### src/rtl/led_array_ctrl.sv
// led_array_ctrl: multi-channel LED driver with a shared prescaler tick.
// Each channel runs OFF, ON, BLINK or PWM from its own period/duty registers.
module led_array_ctrl #(
  parameter int NCH      = 4,
  parameter int CH_W     = 2,
  parameter int CNT_W    = 8,
  parameter int PRESCALE = 1000
) (
  input  logic             sys_clock,
  input  logic             reset,
  input  logic             stop,
  input  logic             cfg_we,
  input  logic [CH_W-1:0]  cfg_ch,
  input  logic [1:0]       cfg_mode,
  input  logic [CNT_W-1:0] cfg_period,
  input  logic [CNT_W-1:0] cfg_duty,
  output logic [NCH-1:0]   led,
  output logic             tick
);

  localparam int              PS_W    = $clog2(PRESCALE);
  localparam logic [PS_W-1:0] PS_LAST = PS_W'(PRESCALE - 1);

  typedef enum logic [1:0] {
    MODE_OFF   = 2'd0,
    MODE_ON    = 2'd1,
    MODE_BLINK = 2'd2,
    MODE_PWM   = 2'd3
  } mode_e;

  logic [PS_W-1:0]  presc_q, presc_d;
  logic             tick_q, tick_d;
  mode_e            mode_q   [NCH];
  mode_e            mode_d   [NCH];
  logic [CNT_W-1:0] period_q [NCH];
  logic [CNT_W-1:0] period_d [NCH];
  logic [CNT_W-1:0] duty_q   [NCH];
  logic [CNT_W-1:0] duty_d   [NCH];
  logic [CNT_W-1:0] cnt_q    [NCH];
  logic [CNT_W-1:0] cnt_d    [NCH];
  logic [NCH-1:0]   phase_q, phase_d;
  logic [NCH-1:0]   led_q, led_d;
  logic             advance;

  // A registered tick only moves the channels while the block is not frozen.
  assign advance = tick_q & ~stop;
  assign led     = led_q;
  assign tick    = tick_q;

  // Prescaler wraps at PRESCALE-1 and raises tick for the following cycle; stop freezes it.
  always_comb begin
    presc_d = presc_q;
    tick_d  = 1'b0;
    if (!stop) begin
      tick_d  = (presc_q == PS_LAST);
      presc_d = (presc_q == PS_LAST) ? '0 : presc_q + 1'b1;
    end
  end

  // Per-channel next state: a write wins over a tick, otherwise BLINK/PWM count on each tick.
  always_comb begin
    for (int i = 0; i < NCH; i++) begin
      mode_d[i]   = mode_q[i];
      period_d[i] = period_q[i];
      duty_d[i]   = duty_q[i];
      cnt_d[i]    = cnt_q[i];
      phase_d[i]  = phase_q[i];
      if (cfg_we && (int'(cfg_ch) == i)) begin
        mode_d[i]   = mode_e'(cfg_mode);
        period_d[i] = cfg_period;
        duty_d[i]   = cfg_duty;
        cnt_d[i]    = '0;
        phase_d[i]  = 1'b0;
      end else if (advance) begin
        case (mode_q[i])
          MODE_BLINK: begin
            if (cnt_q[i] == period_q[i]) begin
              cnt_d[i]   = '0;
              phase_d[i] = ~phase_q[i];
            end else begin
              cnt_d[i] = cnt_q[i] + 1'b1;
            end
          end
          MODE_PWM: cnt_d[i] = (cnt_q[i] >= period_q[i]) ? '0 : cnt_q[i] + 1'b1;
          default: ;
        endcase
      end
    end
  end

  // LED drive is decoded from the current channel state and held while frozen.
  always_comb begin
    led_d = led_q;
    if (!stop) begin
      for (int i = 0; i < NCH; i++) begin
        case (mode_q[i])
          MODE_OFF:   led_d[i] = 1'b0;
          MODE_ON:    led_d[i] = 1'b1;
          MODE_BLINK: led_d[i] = phase_q[i];
          default:    led_d[i] = (cnt_q[i] < duty_q[i]);
        endcase
      end
    end
  end

  // State registers; reset clears everything and overrides writes and stop.
  always_ff @(posedge sys_clock) begin
    if (reset) begin
      presc_q <= '0;
      tick_q  <= 1'b0;
      led_q   <= '0;
      phase_q <= '0;
      for (int i = 0; i < NCH; i++) begin
        mode_q[i]   <= MODE_OFF;
        period_q[i] <= '0;
        duty_q[i]   <= '0;
        cnt_q[i]    <= '0;
      end
    end else begin
      presc_q <= presc_d;
      tick_q  <= tick_d;
      led_q   <= led_d;
      phase_q <= phase_d;
      for (int i = 0; i < NCH; i++) begin
        mode_q[i]   <= mode_d[i];
        period_q[i] <= period_d[i];
        duty_q[i]   <= duty_d[i];
        cnt_q[i]    <= cnt_d[i];
      end
    end
  end

endmodule

### config.mk
export PLATFORM = sky130hd
export DESIGN_NAME = led_array_ctrl
export DESIGN_NICKNAME = d
export VERILOG_FILES = /design/src/rtl/led_array_ctrl.sv
export SDC_FILE = /design/constraint.sdc
export NUM_CORES = 1
export LEC_CHECK = 0
export CAP_MARGIN = 20
export CORE_ASPECT_RATIO = 0.6
export CORE_MARGIN = 1.5
export CORE_UTILIZATION = 30
export DETAILED_ROUTE_END_ITERATION = 10
export PLACE_DENSITY = 0.42
export SYNTH_ARGS = -nofsm -noshare
export SYNTH_HDL_FRONTEND = slang
export SYNTH_SLANG_ARGS = --single-unit
### constraint.sdc
create_clock -name sys_clock -period 2.2 [get_ports sys_clock]
set_input_delay 0.22 -clock sys_clock [delete_from_list [all_inputs] [get_ports sys_clock]]
set_output_delay 0.22 -clock sys_clock [all_outputs]
set_load 0.03 [all_outputs]
==> run summary, run 1 <==
TIMING
-------------------------------------------------------------------------------------
Clock period minus worst slack                                               1.976 ns
Total setup violations reported at the end of the flow                              0
Top achievable clock speed                                                  506.1 MHz
Worst slew margin                                                              69.53%
Total negative setup slack                                                       0 ns
Final setup skew                                                          0.007866 ns
Final hold violation count                                                          0
RSZ-0062 raised after global routing                                            false
Worst-Margin Slew                                                           0.4528 ns
Pins Over Slew Limit                                                                0
Worst hold margin                                                           0.1799 ns
Fraction of the cycle the final worst path needs                               89.82%

FLOORPLANNING
-------------------------------------------------------------------------------------
Core ar.                                                                   20930 um^2
Effective utilization at floorplan                                             30.53%
Horizontal die dimension                                                     191.4 um
Rows                                                                               41
Die area                                                                   22210 um^2
Floorplan die height                                                         116.0 um
Number of top-level pins                                                           29

GLOBAL ROUTING
-------------------------------------------------------------------------------------
Largest net degree at the start of global routing                                  26
Wire length of the first global-routing pass                                 29300 um
Sum of overflow across all layers after global routing                              0
Via count of the first global-routing pass                                       5477
Global-route total usage across every layer                                    17.57%
Number of antenna violations at the first check in global routing                   0

CELLS AND AREA
-------------------------------------------------------------------------------------
Multi-input logic area                                                      3538 um^2
Most frequent standard cell in the layout excluding fill and tap cells        nand2_1
Nets                                                                              937
Share of final-layout standard cells stronger than drive strength 1            8.130%
Fillers                                                                          2174
N_diodes                                                                            0
Area Growth Syn to Fin                                                         21.32%
Sequential cell area in the final layout                                    2462 um^2
Highest-count cells in the layout ignoring fill and taps                 177 x nand2_1, 123 x dfxtp_1, 106 x a21oi_1

YOSYS
-------------------------------------------------------------------------------------
Post-Synthesis Net Count                                                          892
Cell types with the largest area share after synthesis                   dfxtp_1 39%, ha_1 13%, nand2_1 10%
Synth Area per Inst                                                        7.958 um^2
Number of library cell types mapped by synthesis                                   45
Gate count of the mapped netlist                                                  803
Cell type contributing the most total cell area after synthesis               dfxtp_1
Post-synth top flop                                                           dfxtp_1
Async S/R FF share, synth                                                          0%
Register area share after synthesis                                            38.54%
Fraction of post-synthesis cell area in the top cell type by area              38.54%
Number of enable-type register cells in the synthesized netlist                     0
Total of flip-flops plus latches after synthesis                                  123
Number of warnings reported in the yosys synthesis log                              0
Post-synthesis cell area                                                    6390 um^2

DETAILED ROUTING
-------------------------------------------------------------------------------------
First-pass detailed-route iteration total                                           5
Post-Route M1 WL                                                              9232 um
Met3 Wirelength                                                               1317 um
Total via count in the routed design                                             5499
Initial DRC count                                                                 327
Top layer used by detailed routing                                               met4
Post-DR vias/cell                                                               4.824
Number of nets still failing antenna checks after routing                           0
Remaining design rule violation count                                               0
Total Wirelength                                                             18000 um
Average wire per cell in the routed design                                   15.79 um
Wire length on met2                                                           7250 um

WORST HOLD PATH
-------------------------------------------------------------------------------------
Hold/Removal Path Class                                                        in2reg

CLOCKING
-------------------------------------------------------------------------------------
Clock-pin slew of the registers on the worst-case setup and hold paths        0.06 ns
Hold buffers post-CTS                                                               0
Clk Latency, worst-skew pair                                                  0.43 ns
Post-CTS Resized                                                                    0
Post-CTS Setup Bufs                                                                 0
Inserted Clock Buffers                                                             17
Number of sinks handled by clock tree synthesis                                   123
Clock root cell                                                             clkbuf_16
Total number of H-tree levels                                                       4
Maximum clock path buffer count                                                     2
Clock tree from TritonCTS                                                       built

WORST SETUP PATH
-------------------------------------------------------------------------------------
Arrival time at the worst endpoint                                            2.34 ns
Crit path required time                                                       2.56 ns
Kind of launch point of the worst setup path                                     flop
Critical path peak fanout                                                           5
CP Capture Type                                                                  flop
Classification of the worst setup path                                        reg2reg

RUN
-------------------------------------------------------------------------------------
Total of max-cap violations                                                         0

STATUS
-------------------------------------------------------------------------------------
Result of the run                                                        finished clean

PLACE
-------------------------------------------------------------------------------------
Placer Congestion                                                              0.7819
Final HPWL DP                                                                13560 um
Count of buffers inserted at the top-level ports                                   28

PWR
-------------------------------------------------------------------------------------
Highest ir drop seen on vdd                                                  531.6 uV
Total power per unit cell area                                           748.6 nW/um^2
Static power due to leakage                                                  2.907 nW

[layer usage]
| layer | up-vias | track usage [%] |
|---|---|---|
| met4 | 0 | 5.990 |
| met3 | 16 | 4.119 |
| met1 | 2584 | 25.70 |
| met2 | 85 | 25.05 |
| li1 | 2814 | - |
| met5 | - | 0 |
[synth_stat cells (6+ instances only)]
cell	count
buf_1	7
dfxtp_1	123
nand3_1	9
nand2b_1	9
a21o_1	6
inv_1	68
xor2_1	23
xnor2_1	9
ha_1	65
buf_2	9
and3_1	12
o21ai_0	15
a21oi_1	106
nor2_1	24
and3b_1	6
nor2b_1	7
clkbuf_1	15
o22ai_1	6
nand4_1	23
nor3_1	29
mux2i_1	6
nand2_1	177
[worst max-delay path: stages (launching register included)]
cell and delay [ns]:
dfxtp_1 0.32, inv_1 0.04, ha_1 0.30, nand2b_1 0.14, a211o_1 0.31, a211oi_2 0.36, buf_4 0.22, o22ai_1 0.08
a21oi_1 0.14
[final timing paths]
kind                                      from              to  slack [ns]  depth (start not counted)
worst max-delay path               cnt_q[1][0]     cnt_q[1][5]        0.22                          8
worst max register to register     cnt_q[1][0]     cnt_q[1][5]        0.22                          8
worst min register to register  period_q[0][4]  period_q[0][4]        0.46                          2
worst min-delay path                     reset      presc_q[2]        0.18                          2
[registers in the layout (all words and copies together), names as in the netlist]
register / cells
cnt_q: 32
duty_q: 32
period_q: 32
presc_q: 10
mode_q: 8
led: 4
phase_q: 4
tick: 1
[stage by stage]
step | utilization (%) | cells | setup WS [ns] | total power (W) | cell area (um^2)
6_report | 37.04 | 1140 | 0.2240 | 0.005803 | 7752
5_1_grt | 37.04 | 1140 | 0.03235 | 0.006055 | 7752
4_1_cts | 37.04 | 1140 | 0.2079 | 0.005891 | 7752
3_5_place_dp | 33.95 | 1108 | 0.06638 | 0.002776 | 7106
3_3_place_gp | 33.95 | 1108 | 0.1297 | 0.002767 | 7106
2_1_floorplan | - | 803 | 0.3228 | 0.002585 | 6390
[kinds of logic (layout without fill, tap and decap cells)]
group / count (synthesis) / after routing / synth area share [%]
and+or+nand+nor: 323 / 323 / 23.75
adders and majority gates: 65 / 65 / 12.73
xor gates and xnor gates: 32 / 32 / 4.386
buffers and inverters: 100 / 158 / 6.168
AOI/OAI and AO/OA: 154 / 154 / 13.49
muxes: 6 / 6 / 0.9399
DFF: 123 / 123 / 38.54
[cell type report]
type	count	share of cell area, %
Multi-Input combinational cell	580	45.64
Clock buffer	22	6.246
Clock inverter	10	2.098
Timing Repair Buffer	58	6.456
Tap cell	279	4.503
Inverter	68	3.292
Sequential cell	123	31.76
[where the power goes]
| group | switching (W) | internal (W) |
|---|---|---|
| logic | 0.000253 | 0.000157 |
| registers | 0.0000345 | 0.00228 |
| clock network | 0.00107 | 0.00201 |
| total | 0.00135 | 0.00445 |
(Power assumes the default switching activity.)
==> run 2, diff against run 1 <==
Settings changed: RECOVER_POWER from default to 50.
==> run 2 against run 1 <==
Net effect:
- combinational power is essentially flat
- clock skew grew 0.00073 ns
- global-route usage unchanged
- clock power barely moved
- die area unchanged
- worst hold slack about the same
- first-iteration DRC count up 2.1%
- critical endpoint unchanged
- largest cell class unchanged
- largest power group unchanged
- highest routed layer unchanged
==> run summary, run 2 (synthesis gave the netlist of run 1 again) <==
WORST SETUP PATH
-------------------------------------------------------------------------------------
Critical path peak fanout                                                           5
Crit path required time                                                       2.56 ns
Arrival time at the worst endpoint                                            2.34 ns
CP Capture Type                                                                  flop
Kind of launch point of the worst setup path                                     flop
Crit path max-delay cell type                                                a211oi_2
Cell-by-cell listing of the critical path                                inv_1 > ha_1 > nand2b_1 > a211o_1 > a211oi_2 > buf_4 > o22ai_1 > a21oi_1
Classification of the worst setup path                                        reg2reg
Crit-path max cell delay                                                      0.36 ns

TIMING
-------------------------------------------------------------------------------------
RSZ-0062 raised after global routing                                            false
Total setup violations reported at the end of the flow                              0
Fraction of the cycle the final worst path needs                               90.13%
Worst hold margin                                                           0.1800 ns
Final hold violation count                                                          0
Worst slew margin                                                              41.24%
Final setup skew                                                          0.008595 ns
Total negative setup slack                                                       0 ns
Pins Over Slew Limit                                                                0
Clock period minus worst slack                                               1.983 ns
Worst-Margin Slew                                                           0.8813 ns
Top achievable clock speed                                                  504.3 MHz

CLOCKING
-------------------------------------------------------------------------------------
Number of sinks handled by clock tree synthesis                                   123
Clock root cell                                                             clkbuf_16
Hold buffers post-CTS                                                               0
Maximum clock path buffer count                                                     2
Total number of H-tree levels                                                       4
Clock tree from TritonCTS                                                       built
Inserted Clock Buffers                                                             17
Post-CTS Setup Bufs                                                                 0
Post-CTS Resized                                                                    0
Clk Latency, worst-skew pair                                                  0.43 ns
Clock-pin slew of the registers on the worst-case setup and hold paths        0.06 ns

PLACE
-------------------------------------------------------------------------------------
Placer Congestion                                                              0.7819
Post-placement cell count                                                        1108
Count of buffers inserted at the top-level ports                                   28
Final HPWL DP                                                                13560 um

DETAILED ROUTING
-------------------------------------------------------------------------------------
Post-DR vias/cell                                                               4.870
Number of nets still failing antenna checks after routing                           0
Remaining design rule violation count                                               0
Total Wirelength                                                             18000 um
First-pass detailed-route iteration total                                           4
Average wire per cell in the routed design                                   15.79 um
Total via count in the routed design                                             5552
Initial DRC count                                                                 334

GLOBAL ROUTING
-------------------------------------------------------------------------------------
Wire length of the first global-routing pass                                 29300 um
Number of antenna violations at the first check in global routing                   0
Via count of the first global-routing pass                                       5477
Sum of overflow across all layers after global routing                              0
Largest net degree at the start of global routing                                  26
Global-route total usage across every layer                                    17.57%

FLOORPLANNING
-------------------------------------------------------------------------------------
Rows                                                                               41
Number of top-level pins                                                           29
Effective utilization at floorplan                                             30.53%
Horizontal die dimension                                                     191.4 um
Core ar.                                                                   20930 um^2
Die area                                                                   22210 um^2
Floorplan die height                                                         116.0 um

CELLS AND AREA
-------------------------------------------------------------------------------------
N_diodes                                                                            0
Area Growth Syn to Fin                                                         21.15%
Registers with the most flip-flops                                       cnt_q: 32 flops, duty_q: 32 flops, period_q: 32 flops
Most frequent standard cell in the layout excluding fill and tap cells        nand2_1
Fillers                                                                          2173
Nets                                                                              937
Share of final-layout standard cells stronger than drive strength 1            7.666%
Final cell count without fillers                                                 1140
Highest-count cells in the layout ignoring fill and taps                 177 x nand2_1, 123 x dfxtp_1, 106 x a21oi_1

RUN
-------------------------------------------------------------------------------------
Total of max-cap violations                                                         0

PWR
-------------------------------------------------------------------------------------
Total power per unit cell area                                           749.8 nW/um^2
Highest ir drop seen on vdd                                                  544.1 uV
Static power due to leakage                                                  2.897 nW

WORST HOLD PATH
-------------------------------------------------------------------------------------
Hold/Removal Path Class                                                        in2reg

STATUS
-------------------------------------------------------------------------------------
Result of the run                                                        finished clean

[run 2: cell type report]
class | count | area (um^2) | share of cell area [%]
sequential | 123 | 2462 | 31.81
clock inverter | 10 | 162.7 | 2.101
tap | 279 | 349.1 | 4.509
timing repair buffer | 58 | 489.2 | 6.320
inverter | 68 | 255.2 | 3.297
multi-input combinational | 580 | 3538 | 45.71
clock buffer | 22 | 484.2 | 6.255
[run 2: path summary, 6_finish.rpt]
check	slack, ns	cells after the start	startpoint	end
max	0.22	8	cnt_q[1][0]	cnt_q[1][5]
max reg2reg	0.22	8	cnt_q[1][0]	cnt_q[1][5]
min reg2reg	0.46	2	duty_q[2][4]	duty_q[2][4]
min	0.18	2	reset	presc_q[2]
[run 2: where the power goes]
part / total (W) / internal [W] / switching [W]
clock: 0.00308 / 0.00201 / 0.00107
sequential: 0.00231 / 0.00228 / 0.0000347
combinational: 0.000409 / 0.000155 / 0.000254
total: 0.00580 / 0.00445 / 0.00136
[run 2: metrics by stage]
| step | setup WS (ns) | total power (W) | instance area, um^2 | utilization, % |
|---|---|---|---|---|
| floorplan | 0.3228 | 0.002585 | 6390 | - |
| detailed placement | 0.06638 | 0.002776 | 7106 | 33.95 |
| global route | 0.03235 | 0.006052 | 7741 | 36.99 |
| finish | 0.2172 | 0.005804 | 7741 | 36.99 |
| global placement | 0.1297 | 0.002767 | 7106 | 33.95 |
| CTS | 0.2079 | 0.005891 | 7752 | 37.04 |
[run 2: critical path, delay by kind of cell (launching register included)]
family                     cells  cell delay [ns]
AOI/OAI and AO/OA              4             0.89
adders and majority gates      1             0.30
buffers and inverters          2             0.26
DFF                            1             0.32
and+or+nand+nor                1             0.14
[run 2: metal layers]
| layer | share of wire [%] | GRT usage, % | up-vias |
|---|---|---|---|
| met4 | 1.6 | 5.990 | 0 |
| met5 | 0 | 0 | - |
| met2 | 40 | 25.05 | 93 |
| met3 | 4.2 | 4.119 | 20 |
| li1 | - | - | 2816 |
| met1 | 54 | 25.70 | 2623 |
==> RTL edit: new RTL, config.mk and constraints of run 2 <==
`NCH`: 4 -> 8.
--- a/src/rtl/led_array_ctrl.sv
+++ b/src/rtl/led_array_ctrl.sv
@@ -3,3 +3,3 @@
 module led_array_ctrl #(
-  parameter int NCH      = 4,
+  parameter int NCH      = 8,
   parameter int CH_W     = 2,
Ports: changed (resized led); port bits go from 29 to 33. No check against the original RTL was run, so the function may have changed too.
==> RTL edit against run 2 <==
- the flow now finishes with violations (DRC)
- setup slack better by 26 ps
- non-clock buffer count is 1 lower
- first-iteration DRC count is 3.6% higher
- routed wire length is 0.82% higher
- area after synthesis is 2.5% higher
- power is 0.59% higher
- sequential cell count stayed put
- cell count is 1.2% higher
- sequential power hardly changed
- clock power hardly changed
- cell area is 1.2% higher
- largest cell class unchanged
==> RTL edit: results (changes against run 2) <==
CP Launch Point: cnt_q[0][21]$_SDFFE_PP0P_ (was cnt_q[1][0]$_SDFFE_PP0P_)
Max-slew headroom: 0.374 (was 0.412)
first-pass GRT wire length: 29500 um (was 29300 um)
Slew Viols, Final: 0 (unchanged)
WL final: 18100 um (was 18000 um)
failing checks: DRC
peak supply drop: 0.542 mV (was 0.544 mV)
max incr delay on CP: 490 ps (was 360 ps)
post-synthesis sequential area ratio: 0.376 (was 0.385)
Vias: 5699 (was 5552)
Critical Path AT: 2310 ps (was 2340 ps)
layout cells sized above 1: 0.0766 (was 0.0767)
metal3 WL: 738 um (was 750 um)
sw power: 1.33 mW (was 1.36 mW)
leak pwr: 2.89 nW (was 2.90 nW)
met3 Use GR: 0.0335 (was 0.0412)
DP HPWL: 13700 um (was 13600 um)
number of remaining DRC errors: 2 (was 0)
slowest library cell on the worst path: or4_1 (was a211oi_2)
Synth cell types: 51 (was 45)
final-stage net count: 952 (was 937)
vias per cell: 4.94 (was 4.87)
commonest cells in the netlist: nand2_1, dfxtp_1, a21oi_1 (unchanged)
routing usage on met1: 0.256 (was 0.257)
reg2reg setup slack: 240 ps (was 220 ps)
Clock Path Buffers: 2 (unchanged)
Iteration-0 DRC Markers: 346 (was 334)
worst reg2reg endpoint: cnt_q[0][16]$_SDFFE_PP0P_ (was cnt_q[1][5]$_SDFFE_PP0P_)
pre-CTS setup slack: 129 ps (was 66.4 ps)
drt pass-1 iters: 8 (was 4)
Cells after Synth: 821 (was 803)
CP top delay family: compound AO/OA/AOI/OAI gates (unchanged)
Inst Count DP: 1123 (was 1108)
largest net degree at the start of global routing: 38 (was 26)
met2 wire length: 7170 um (was 7160 um)
Final Skew: 6.06 ps (was 8.60 ps)
M1 WL: 9890 um (was 9800 um)
max frequency: 511 MHz (was 504 MHz)
vias in the first global route: 5436 (was 5477)
status: finished with violations (was complete, no violations)
met2 Resource Use GR: 0.229 (was 0.250)
top cells by area, synth: dfxtp_1, ha_1, nand2_1, a21oi_1, inv_1 (unchanged)
-- RTL edit: power groups by stage --
stage	registers (mW)	clock network (mW)	logic [mW]
after global placement	2.36	0	0.448
after detailed placement	2.36	0	0.455
after floorplan	2.36	0	0.274
final	2.31	3.07	0.450
after global routing	2.32	3.23	0.504
after CTS	2.32	3.16	0.458
-- RTL edit: worst min-delay path by stage --
stage | from | end | slack [ps] | cells past startpoint
after floorplan | cfg_duty[0] | duty_q[0][0]$_SDFFE_PP0P_ | 360 | 2
after global placement | duty_q[0][29]$_SDFFE_PP0P_ | duty_q[0][29]$_SDFFE_PP0P_ | 450 | 2
after detailed placement | duty_q[0][31]$_SDFFE_PP0P_ | duty_q[0][31]$_SDFFE_PP0P_ | 450 | 2
after CTS | reset | presc_q[4]$_SDFFE_PP0N_ | 280 | 2
after global routing | reset | presc_q[4]$_SDFFE_PP0N_ | 350 | 2
final | reset | presc_q[4]$_SDFFE_PP0N_ | 290 | 2
-- RTL edit: logic make-up (layout without fill, tap and decap cells) --
kind of cell / after synthesis / after routing / synth area share
XOR/XNOR: 28 / 28 / 0.0374
AND/OR/NAND/NOR: 335 / 335 / 0.242
other: 1 / 4 / 0.000572
buffers and inverters: 104 / 155 / 0.0686
flip-flops: 123 / 123 / 0.376
AO/OA/AOI/OAI: 161 / 161 / 0.146
multiplexers: 4 / 4 / 0.00611
adder cells (fa/ha/maj): 65 / 65 / 0.124
-- RTL edit: area by class of cell --
| cell class | count | area [um2] |
|---|---|---|
| inverters | 67 | 251 |
| well taps | 279 | 349 |
| fillers | 2227 | 13400 |
| flip-flops and latches | 123 | 2460 |
| repair buffers | 57 | 487 |
| multi-input cells | 597 | 3650 |
| clock buffers | 23 | 468 |
| clock inverters | 8 | 165 |
